[config.mk]
export PLATFORM = sky130hd
export DESIGN_NAME = regfile_param
export DESIGN_NICKNAME = d
export VERILOG_FILES = /design/src/rtl/regfile_pkg.sv /design/src/rtl/regfile_rd_port.sv /design/src/rtl/regfile_param.sv
export SDC_FILE = /design/constraint.sdc
export NUM_CORES = 1
export LEC_CHECK = 0
export CORE_ASPECT_RATIO = 1.75
export CORE_MARGIN = 2
export CORE_UTILIZATION = 25
export DETAILED_ROUTE_END_ITERATION = 6
export PLACE_DENSITY = 0.53
export SYNTH_ARGS = -nofsm -noshare
export SYNTH_HDL_FRONTEND = slang
export SYNTH_SLANG_ARGS = --single-unit
[constraint.sdc]
create_clock -name clk -period 1.35 [get_ports clk]
set_input_delay 0.27 -clock clk [delete_from_list [all_inputs] [get_ports clk]]
set_output_delay 0.27 -clock clk [all_outputs]
set_load 0.02 [all_outputs]
[src/rtl/regfile_pkg.sv]
// Shared defaults and helpers for the parametrised register file.
// Optional same-cycle write-to-read bypass is enabled by defining REGFILE_BYPASS_EN.
package regfile_pkg;

  localparam int unsigned DefaultDataW   = 8;
  localparam int unsigned DefaultNumRegs = 4;
  localparam int unsigned DefaultNumRd   = 2;
  localparam int unsigned DefaultAddrW   = $clog2(DefaultNumRegs);

  typedef logic [DefaultAddrW-1:0] regfile_addr_t;

  // Selects can exceed the register count when NUM_REGS is not a power of two.
  function automatic logic sel_valid(input int unsigned sel, input int unsigned num_regs);
    return sel < num_regs;
  endfunction

endpackage

[src/rtl/regfile_rd_port.sv]
// One combinational read port: register mux plus optional write bypass.
// Bypass compare is present only when REGFILE_BYPASS_EN is defined.
module regfile_rd_port
  import regfile_pkg::*;
#(
  parameter int unsigned DATA_W   = DefaultDataW,
  parameter int unsigned NUM_REGS = DefaultNumRegs,
  parameter int unsigned ADDR_W   = $clog2(NUM_REGS)
) (
  input  logic [NUM_REGS*DATA_W-1:0] regs_flat,
  input  logic [NUM_REGS-1:0]        busy_vec,
  input  logic [ADDR_W-1:0]          rd_sel,
  input  logic                       wr_en,
  input  logic [ADDR_W-1:0]          wr_sel,
  input  logic [DATA_W-1:0]          wr_data,
  input  logic                       rsv_en,
  input  logic [ADDR_W-1:0]          rsv_sel,
  output logic [DATA_W-1:0]          rd_data,
  output logic                       rd_busy
);

  logic sel_ok;
  assign sel_ok = sel_valid(32'(rd_sel), NUM_REGS);

  always_comb begin
    rd_data = '0;
    rd_busy = 1'b0;
    if (sel_ok) begin
      rd_data = regs_flat[32'(rd_sel)*DATA_W +: DATA_W];
      rd_busy = busy_vec[rd_sel];
    end
`ifdef REGFILE_BYPASS_EN
    // A write in flight clears busy unless a reservation of the same register lands with it.
    if (sel_ok && wr_en && (wr_sel == rd_sel)) begin
      rd_data = wr_data;
      rd_busy = rsv_en && (rsv_sel == rd_sel);
    end
`endif
  end

`ifndef REGFILE_BYPASS_EN
  logic unused_bypass;
  assign unused_bypass = ^{wr_en, wr_sel, wr_data, rsv_en, rsv_sel};
`endif

endmodule

[src/rtl/regfile_param.sv]
// Parametrised multi-port register file with per-register busy scoreboard.
// Define REGFILE_BYPASS_EN to forward same-cycle writes to the read ports.
module regfile_param
  import regfile_pkg::*;
#(
  parameter int unsigned DATA_W   = DefaultDataW,
  parameter int unsigned NUM_REGS = DefaultNumRegs,
  parameter int unsigned NUM_RD   = DefaultNumRd,
  parameter int unsigned ADDR_W   = $clog2(NUM_REGS)
) (
  input  logic                       clk,
  input  logic                       rst,
  input  logic [NUM_RD*ADDR_W-1:0]   rd_sel,
  output logic [NUM_RD*DATA_W-1:0]   rd_data,
  output logic [NUM_RD-1:0]          rd_busy,
  input  logic                       wr_en,
  input  logic [ADDR_W-1:0]          wr_sel,
  input  logic [DATA_W-1:0]          wr_data,
  input  logic                       rsv_en,
  input  logic [ADDR_W-1:0]          rsv_sel,
  output logic [NUM_REGS*DATA_W-1:0] regs_flat,
  output logic [NUM_REGS-1:0]        busy_vec
);

  logic [NUM_REGS-1:0][DATA_W-1:0] regs_q, regs_d;
  logic [NUM_REGS-1:0]             busy_q, busy_d;
  logic                            wr_ok, rsv_ok, wr_fwd;

  assign wr_ok  = wr_en && sel_valid(32'(wr_sel), NUM_REGS);
  assign rsv_ok = rsv_en && sel_valid(32'(rsv_sel), NUM_REGS);

  always_comb begin
    regs_d = regs_q;
    busy_d = busy_q;
    if (wr_ok) begin
      regs_d[wr_sel] = wr_data;
      busy_d[wr_sel] = 1'b0;
    end
    // Applied after the write so a same-register reservation leaves busy set.
    if (rsv_ok) begin
      busy_d[rsv_sel] = 1'b1;
    end
  end

  always_ff @(posedge clk or posedge rst) begin
    if (rst) begin
      regs_q <= '0;
      busy_q <= '0;
    end else begin
      regs_q <= regs_d;
      busy_q <= busy_d;
    end
  end

  assign regs_flat = regs_q;
  assign busy_vec  = busy_q;

  // Keeps forwarded data off the read ports while reset holds everything at zero.
  assign wr_fwd = wr_en & ~rst;

  for (genvar p = 0; p < NUM_RD; p++) begin : g_rd
    regfile_rd_port #(
      .DATA_W   (DATA_W),
      .NUM_REGS (NUM_REGS),
      .ADDR_W   (ADDR_W)
    ) u_rd_port (
      .regs_flat (regs_q),
      .busy_vec  (busy_q),
      .rd_sel    (rd_sel[p*ADDR_W +: ADDR_W]),
      .wr_en     (wr_fwd),
      .wr_sel    (wr_sel),
      .wr_data   (wr_data),
      .rsv_en    (rsv_en),
      .rsv_sel   (rsv_sel),
      .rd_data   (rd_data[p*DATA_W +: DATA_W]),
      .rd_busy   (rd_busy[p])
    );
  end

endmodule
## Word-level counts from Yosys, hierarchy flattened

Cells that the tools add are included.

| cells by class | value |
|---|---|
| order comparisons | 6 |
| bitwise logic cells | 3 |
| eq/ne operators | 0 |
| div/mod/pow operators | 0 |
| multiply operators | 0 |
| mux-type cells | 13 |
| reductions and logical operators | 2 |
| shift-type cells | 2 |
| add/subtract/negate cells | 0 |

Operator list:

| kind | number |
|---|---|
| $shiftx 32x6->8 | 2 |
| $bwmux 32 | 1 |
| $demux 8 s2 | 1 |
| $lt 2x3->1 const B | 4 |
| $mux 4 | 2 |
| $mux 8 | 1 |
| $and 4x4->4 | 1 |
| $bmux 1 s2 | 2 |
| $demux 1 s2 | 2 |
| $ge 2x1->1 const B | 2 |
| $mux 1 | 4 |
| $not 4->4 | 1 |
| $or 4x4->4 | 1 |
| $logic_and 1x1->1 | 2 |

| storage, ports and cells | value |
|---|---|
| input port bits | 20 |
| bits in latches | 0 |
| memories | 0 |
| register bits after elaboration | 36 |
| memory bits (read-only) | 0 |
| bits in writable memories | 0 |
| output and inout port bits | 54 |

## Depth between registers and ports, before layout

Gate-level depths: netlist of the first run.

| depth | value |
|---|---|
| depth in word-level cells | 9 |
| gate-level depth with buffers | 3 |
| gate-level depth less buffers | 2 |

## Modules after synthesis

A second synthesis of the first run with hierarchy kept.

| unflattened totals | value |
|---|---|
| cells, all modules | 104 |
| area total of the unflattened synthesis | 1,813.0 sq um |

Modules (own cells, without submodules):

| module | area each (sq um) | seq. area each (sq um) | cells an instance | times used |
|---|---|---|---|---|
| regfile_param | 1,375.1 | 900.9 | 82 | 1 |
| regfile_rd_port | 219.0 | 0.0 | 11 | 2 |

## Worst setup path after synthesis of the first run

Ideal clock, no wire load.

| timing | value |
|---|---|
| path kind | in2out |
| from | input rd_sel[0] |
| to | output rd_busy[0] |
| arrival | 1,180 ps |
| setup slack | -100 ps |
| cell stages on the path | 3 |
| data required time | 1,080 ps |
| path buffers | 2 |
| cells stage by stage | buf_2 -> mux4_2 -> buf_4 |

| between the ends | value |
|---|---|
| cells in the longest elaborated chain, start to end | 2 |

RTL lines:

| what | RTL line | RTL |
|---|---|---|
| from (decl) | regfile_param.sv:13 | `input logic [NUM_RD*ADDR_W-1:0] rd_sel,` |
| $bmux 1 s2 | regfile_rd_port.sv:30 | `rd_busy = busy_vec[rd_sel];` |
| $mux 1 (implied by the code) | regfile_rd_port.sv:30 |  |
| to (decl) | regfile_param.sv:15 | `output logic [NUM_RD-1:0] rd_busy,` |

No other way between the ends. The select of a mux whose other input is x is not followed.

## Worst setup path after layout of the first run

| timing | value |
|---|---|
| from | register regs_q (netlist bit regs_flat[30]) |
| to | output rd_data[14] |

| between the ends | value |
|---|---|
| cells in the longest elaborated chain, start to end | 1 |

RTL lines:

| what | RTL line | RTL |
|---|---|---|
| from (decl) | regfile_param.sv:25 | `logic [NUM_REGS-1:0][DATA_W-1:0] regs_q, regs_d;` |
| from (signal assigned) | regfile_param.sv:50 | `regs_q <= regs_d;` |
| $shiftx 32x6->8 | regfile_rd_port.sv:29 | `rd_data = regs_flat[32'(rd_sel)*DATA_W +: DATA_W];` |
| to (decl) | regfile_param.sv:14 | `output logic [NUM_RD*DATA_W-1:0] rd_data,` |

No other way between the ends.

==> results.yml, run 1 <==
outcome:
  status: "finished, violations left"
  violations: "setup timing"
global_routing:
  overflow: 0
  grt_pass1_vias: 1762
  grt_antenna_before_repair: 0
  grt_pass1_wl_microns: 9230
  grt_usage_pct: 16.1
  grt_max_degree: 37
yosys:
  yosysTopAreaCellShare_pct: 49.8
  avgSynthCellArea_sq_um: 17.2
  synth.distinct_cells: 13
  synth_top_flop_cell: "dfrtp_1"
  synth_edf_count: 0
  synthAdderAreaFrac_pct: 0
  synth_most_common_cell: "dfrtp_1"
  synth_warnings: 0
  muxShareOfSynthArea_pct: 42.3
  synthXorXnorAreaFrac_pct: 0
  synth_nets: 125
  yosys.area_share.simple_pct: 3.04
  synth_commonest_cells: "36 x dfrtp_1, 32 x mux2_2, 18 x mux4_2"
  yosysTopAreaCell: "dfrtp_1"
  syn_inst: 105
  synth-seq-area-share_pct: 49.8
  synth_compound_area_share_pct: 2.07
  synth_top_family_by_area: "multiplexers"
  async_flop_share_pct: 100
  ys_top_cells_by_area: "dfrtp_1 50%, mux4_2 22%, mux2_2 20%, nand3b_2 1.2%, a32o_1 1.1%"
  syn_area_sq_um: 1810
  ys_seq_elements: 36
power:
  ir_drop_mv: 0.988
  power_leakage_nw: 1.54
  powerDensity_nw_per_um2: 1410
floorplanning:
  ioPinCount: 74
  start_util_pct: 25.4
  die_area_sq_um: 7960
  dieWidth_microns: 68.3
  die_h_microns: 117
  rows: 41
  core-area_sq_um: 7130
worst_setup_path:
  critPathRequiredTime_ns: 1.08
  rr_endpoint: "regs_flat[23]$_DFFE_PP0P_"
  r2r_start: "regs_flat[23]$_DFFE_PP0P_"
  reg2reg_depth: 3
  critPathArrivalTime_ns: 1.33
  worst_setup_path_end_kind: "primary output"
  critPathMaxFanout: 4
  ff2ff_setup_slack_ns: 0.32
  worst-setup-path-type: "reg2out"
  startpoint_type: "register"
layout:
  area_growth_pct: 86.2
  drive_gt1_share_pct: 75.8
  finalNetCount: 267
  final_core_utilization_pct: 47.2
  antenna_cells: 0
sta:
  hold_slack_ns: 0.356
  fmax_ghz: 0.626
  drv_slew: 0
  rsz0062_at_grt: "true"
  final_hold_viol_count: 0
  setup_viol: 18
  min_period_ns: 1.60
  worst_slack_ns: -0.248
  max_slew_margin_pct: 84.0
  fin_worst_skew_ns: 0
  worst_pin_slew_ns: 0.239
  post-route-period-util_pct: 118
detailed_routing:
  drcViolationCount: 0
  drt_iter0_markers: 16
  via_per_inst: 4.67
  routed_wl_microns: 5820
  num_vias: 1561
  postRouteAntennaNets: 0
  wire_per_inst_microns: 17.4
  dr.pass1.iters: 4
flow_run:
  cap_violations: 0
clocking:
  clock-sinks: 36
  cts_root_buffer: "clkbuf_16"
  clock_latency_ns: 0.27
  cts_made_buffers: 5
  cts.path.max_buffers: 2
  ctsHtreeMaxLevel: 2
  cts_tree: "done"
  path_clk_slew_ns: 0.05
placement:
  place_congestion: 0.774
  hpwlAfterDp_microns: 4370
  numPortBuffers: 73
min_path:
  hp-class: "in2async"
## how the worst max path moves through the flow
| stage | start | slack, ns | end |
|---|---|---|---|
| 5_1_grt | regs_flat[30]$_DFFE_PP0P_ | -0.28 | rd_data[6] |
| 6_report | regs_flat[30]$_DFFE_PP0P_ | -0.25 | rd_data[14] |
| 3_3_place_gp | rd_sel[2] | -0.94 | rd_data[15] |
| 3_5_place_dp | rd_sel[2] | -0.93 | rd_data[9] |
| 4_1_cts | regs_flat[30]$_DFFE_PP0P_ | -0.25 | rd_data[14] |
| 2_1_floorplan | busy_vec[0]$_DFF_PP0_ | 0.003 | rd_busy[0] |
## report_power, final
group / total (mW) / leakage (nW) / internal [mW] / switching [mW]
Combinational: 2.17 / 1.04 / 1.26 / 0.910
Clock: 1.12 / 0.0712 / 0.735 / 0.388
Sequential: 1.46 / 0.423 / 1.29 / 0.172
## timing repair
item                                    CTS  global route
hold buffers                              0             0
gates resized for setup                 241            38
gates cloned                              2             0
pin swaps                                 1             0
setup buffers                             7             9
endpoints found under the setup margin   85            42
## stage by stage
step                      power (mW)  instances  setup TNS, ns  worst slack, ns  cell area [sq um]
after floorplan                 2.36        105              0          0.00334               1820
after global placement          3.51        313         -26.93           -0.939               3090
after detailed placement        3.56        313         -27.99           -0.933               3090
after CTS                       4.76        330          -4.20           -0.250               3370
after global routing            4.98        334          -4.67           -0.278               3370
final                           4.75        334          -4.07           -0.248               3370
## cells in the final DEF (no fill, tap or decap), drive strengths merged
cell / instances
dfrtp: 36
mux2: 32
inv: 4
clkdlybuf4s15: 15
o32ai: 1
nand3: 1
buf: 107
bufbuf: 1
a32o: 2
o2bb2ai: 1
nand2: 1
dlygate4sd2: 3
nor3b: 1
clkdlybuf4s50: 12
clkbuf: 11
mux4: 18
nand3b: 2
## flip-flops by register name (all words and copies together) (netlist names)
register	flops
regs_flat	32
busy_vec	4
## critical path, stage by stage, from the launching register on
cell,delay [ns]
dfrtp_1,0.41
mux4_2,0.50
buf_6,0.15
## area by class of cell
class,count,area [sq um]
clock buffers,8,146
fillers,617,3760
inverters,4,15.0
multi-input cells,59,858
flip-flops and latches,36,903
well taps,86,108
repair buffers,141,1340
## metal layers
metal	share of wire, %	wire [microns]	GRT usage, %	up-vias
met1	35	2050	17.1	794
met3	4.8	278	2.79	11
li1	-	-	-	701
met5	0	0	0	-
met4	2.9	170	7.33	0
met2	57	3320	29.7	55
## cells by family after synthesis
group / Yosys count
mux: 50
buf+inv: 10
simple gates: 5
flops: 36
compound gates: 4
Power figures use the tool's default switching activity.
==> inputs of run 2 (changes only) <==
--- a/config.mk
+++ b/config.mk
@@ -9,7 +9,9 @@
 export CORE_MARGIN = 2
 export CORE_UTILIZATION = 25
 export DETAILED_ROUTE_END_ITERATION = 6
+export HOLD_SLACK_MARGIN = 0.12
 export PLACE_DENSITY = 0.53
+export SETUP_SLACK_MARGIN = 0.05
 export SYNTH_ARGS = -nofsm -noshare
 export SYNTH_HDL_FRONTEND = slang
 export SYNTH_SLANG_ARGS = --single-unit
==> results.yml, run 2 (synthesis gave the netlist of run 1 again) <==
global_routing:
  grt_pass1_wl_microns: 9470
  grt_antenna_before_repair: 0
  overflow: 0
  grt_max_degree: 21
  grt_pass1_vias: 1709
  grt_usage_pct: 17.0
detailed_routing:
  num_vias: 1528
  dr.pass1.iters: 4
  drt_iter0_markers: 31
  postRouteAntennaNets: 0
  drcViolationCount: 0
  via_per_inst: 4.64
  wire_per_inst_microns: 18.7
  routed_wl_microns: 6150
clocking:
  ctsHtreeMaxLevel: 2
  hold_buffers: 0
  cts_root_buffer: "clkbuf_16"
  clock_latency_ns: 0.28
  cts_tree: "done"
  cts.path.max_buffers: 2
  cts_made_buffers: 5
  clock-sinks: 36
  path_clk_slew_ns: 0.05
outcome:
  status: "finished, violations left"
  violations: "setup timing"
sta:
  post-route-period-util_pct: 121
  fmax_ghz: 0.613
  hold_slack_ns: 0.324
  tns_ns: -4.54
  setup_viol: 19
  fin_worst_skew_ns: 0
  max_slew_margin_pct: 80.7
  rsz0062_at_grt: "true"
  min_period_ns: 1.63
  worst_pin_slew_ns: 0.290
  drv_slew: 0
  worst_slack_ns: -0.282
  final_hold_viol_count: 0
placement:
  placed_area_sq_um: 3090
  hpwlAfterDp_microns: 4710
  place_inst: 317
  post-place-ws_ns: -1.01
  place_congestion: 0.788
  numPortBuffers: 73
layout:
  final_core_utilization_pct: 44.5
  area_growth_pct: 75.4
  final_cell_mix: "54 x buf_4, 32 x mux2_2, 32 x buf_6, 32 x dfrtp_1, 29 x buf_2"
  fillCellCount: 666
  layout_commonest_cell: "buf_4"
  design_area_sq_um: 3170
  largest_reg_flops: 32
  seqCellArea_sq_um: 906
  finalNetCount: 262
  antenna_cells: 0
  multi_input_area_sq_um: 858
  drive_gt1_share_pct: 75.3
  finalNonFillerCells: 329
power:
  ir_drop_mv: 0.916
  pwr-share-clk_pct: 24.9
  power_switching_mw: 1.53
  powerDensity_nw_per_um2: 1480
  p_sw_share_pct: 32.6
  combPwrFrac_pct: 43.9
  p_int_mw: 3.16
  pwr-share-seq_pct: 31.2
  power_leakage_nw: 1.46
  power_mw: 4.69
floorplanning:
  ioPinCount: 74
  dieWidth_microns: 68.3
  core-area_sq_um: 7130
  rows: 41
  start_util_pct: 25.4
  die_area_sq_um: 7960
  die_h_microns: 117
worst_setup_path:
  cpLargestDelayFamily: "multiplexers"
  cpPeakStageDelay_ns: 0.52
  critPathMaxFanout: 3
  worst-setup-path-type: "reg2out"
  critPathArrivalTime_ns: 1.36
  startpoint_type: "register"
  critPathRequiredTime_ns: 1.08
  worst_setup_path_end_kind: "primary output"
  critPathSlowestCell: "mux4_2"
  crit_chain: "mux4_2 -> buf_6"
  crit_buf_inv: 1
flow_run:
  cap_violations: 0
min_path:
  hp-class: "in2async"
[run 2: cell types whose count changed in the layout (fill, tap and decap cells not counted), sizes merged]
cell | previous run | this run
buf | 107 | 117
clkdlybuf4s15 | 15 | 4
bufbuf | 1 | 0
clkbuf | 11 | 8
[run 2: final cells by class]
type | count | area share (%)
timing repair buffer | 136 | 35.9
sequential | 36 | 28.5
multi-input combinational | 59 | 27.1
clock buffer | 8 | 4.61
tap | 86 | 3.39
inverter | 4 | 0.473
[run 2: repair_timing]
| action | in CTS | in global routing |
|---|---|---|
| setup endpoints to repair | 85 | 19 |
| gates resized for setup | 276 | 10 |
| pin swaps | 1 | 0 |
| buffers inserted | 5 | 3 |
[run 2: worst reg2reg max path: cells and delay by family, from the launching register on]
kind,cells,cell delay (ns)
flip-flops,1,0.40
multiplexers,1,0.26
buffers and inverters,2,0.23
[run 2: path summary, 6_finish.rpt]
path / cells after the start / endpoint / slack [ns] / start
min in group clk: 1 / regs_flat[27]$_DFFE_PP0P_ / 0.57 / regs_flat[27]$_DFFE_PP0P_
hold / removal: 3 / regs_flat[4]$_DFFE_PP0P_ / 0.32 / rst
setup reg to reg: 3 / regs_flat[30]$_DFFE_PP0P_ / 0.35 / regs_flat[30]$_DFFE_PP0P_
setup / recovery: 2 / rd_data[9] / -0.28 / regs_flat[25]$_DFFE_PP0P_
hold reg to reg: 1 / regs_flat[27]$_DFFE_PP0P_ / 0.57 / regs_flat[27]$_DFFE_PP0P_
max in group asynchronous: 3 / busy_vec[1]$_DFF_PP0_ / 0.76 / rst
[run 2: power groups by stage]
stage / registers, mW / logic (mW) / clock network (mW)
6_report: 1.46 / 2.06 / 1.17
5_1_grt: 1.49 / 2.18 / 1.24
4_1_cts: 1.46 / 2.02 / 1.19
3_5_place_dp: 1.48 / 2.11 / 0
3_3_place_gp: 1.46 / 2.09 / 0
2_1_floorplan: 1.71 / 0.667 / 0
[run 2: layer usage]
layer / up-vias / wire length, microns / share of wire (%) / global-route usage, %
met5: - / 0 / 0 / 0
met4: 0 / 99 / 1.6 / 6.40
met3: 5 / 325 / 5.3 / 3.85
met2: 49 / 3540 / 58 / 30.6
met1: 783 / 2190 / 36 / 18.9
li1: 691 / - / - / -
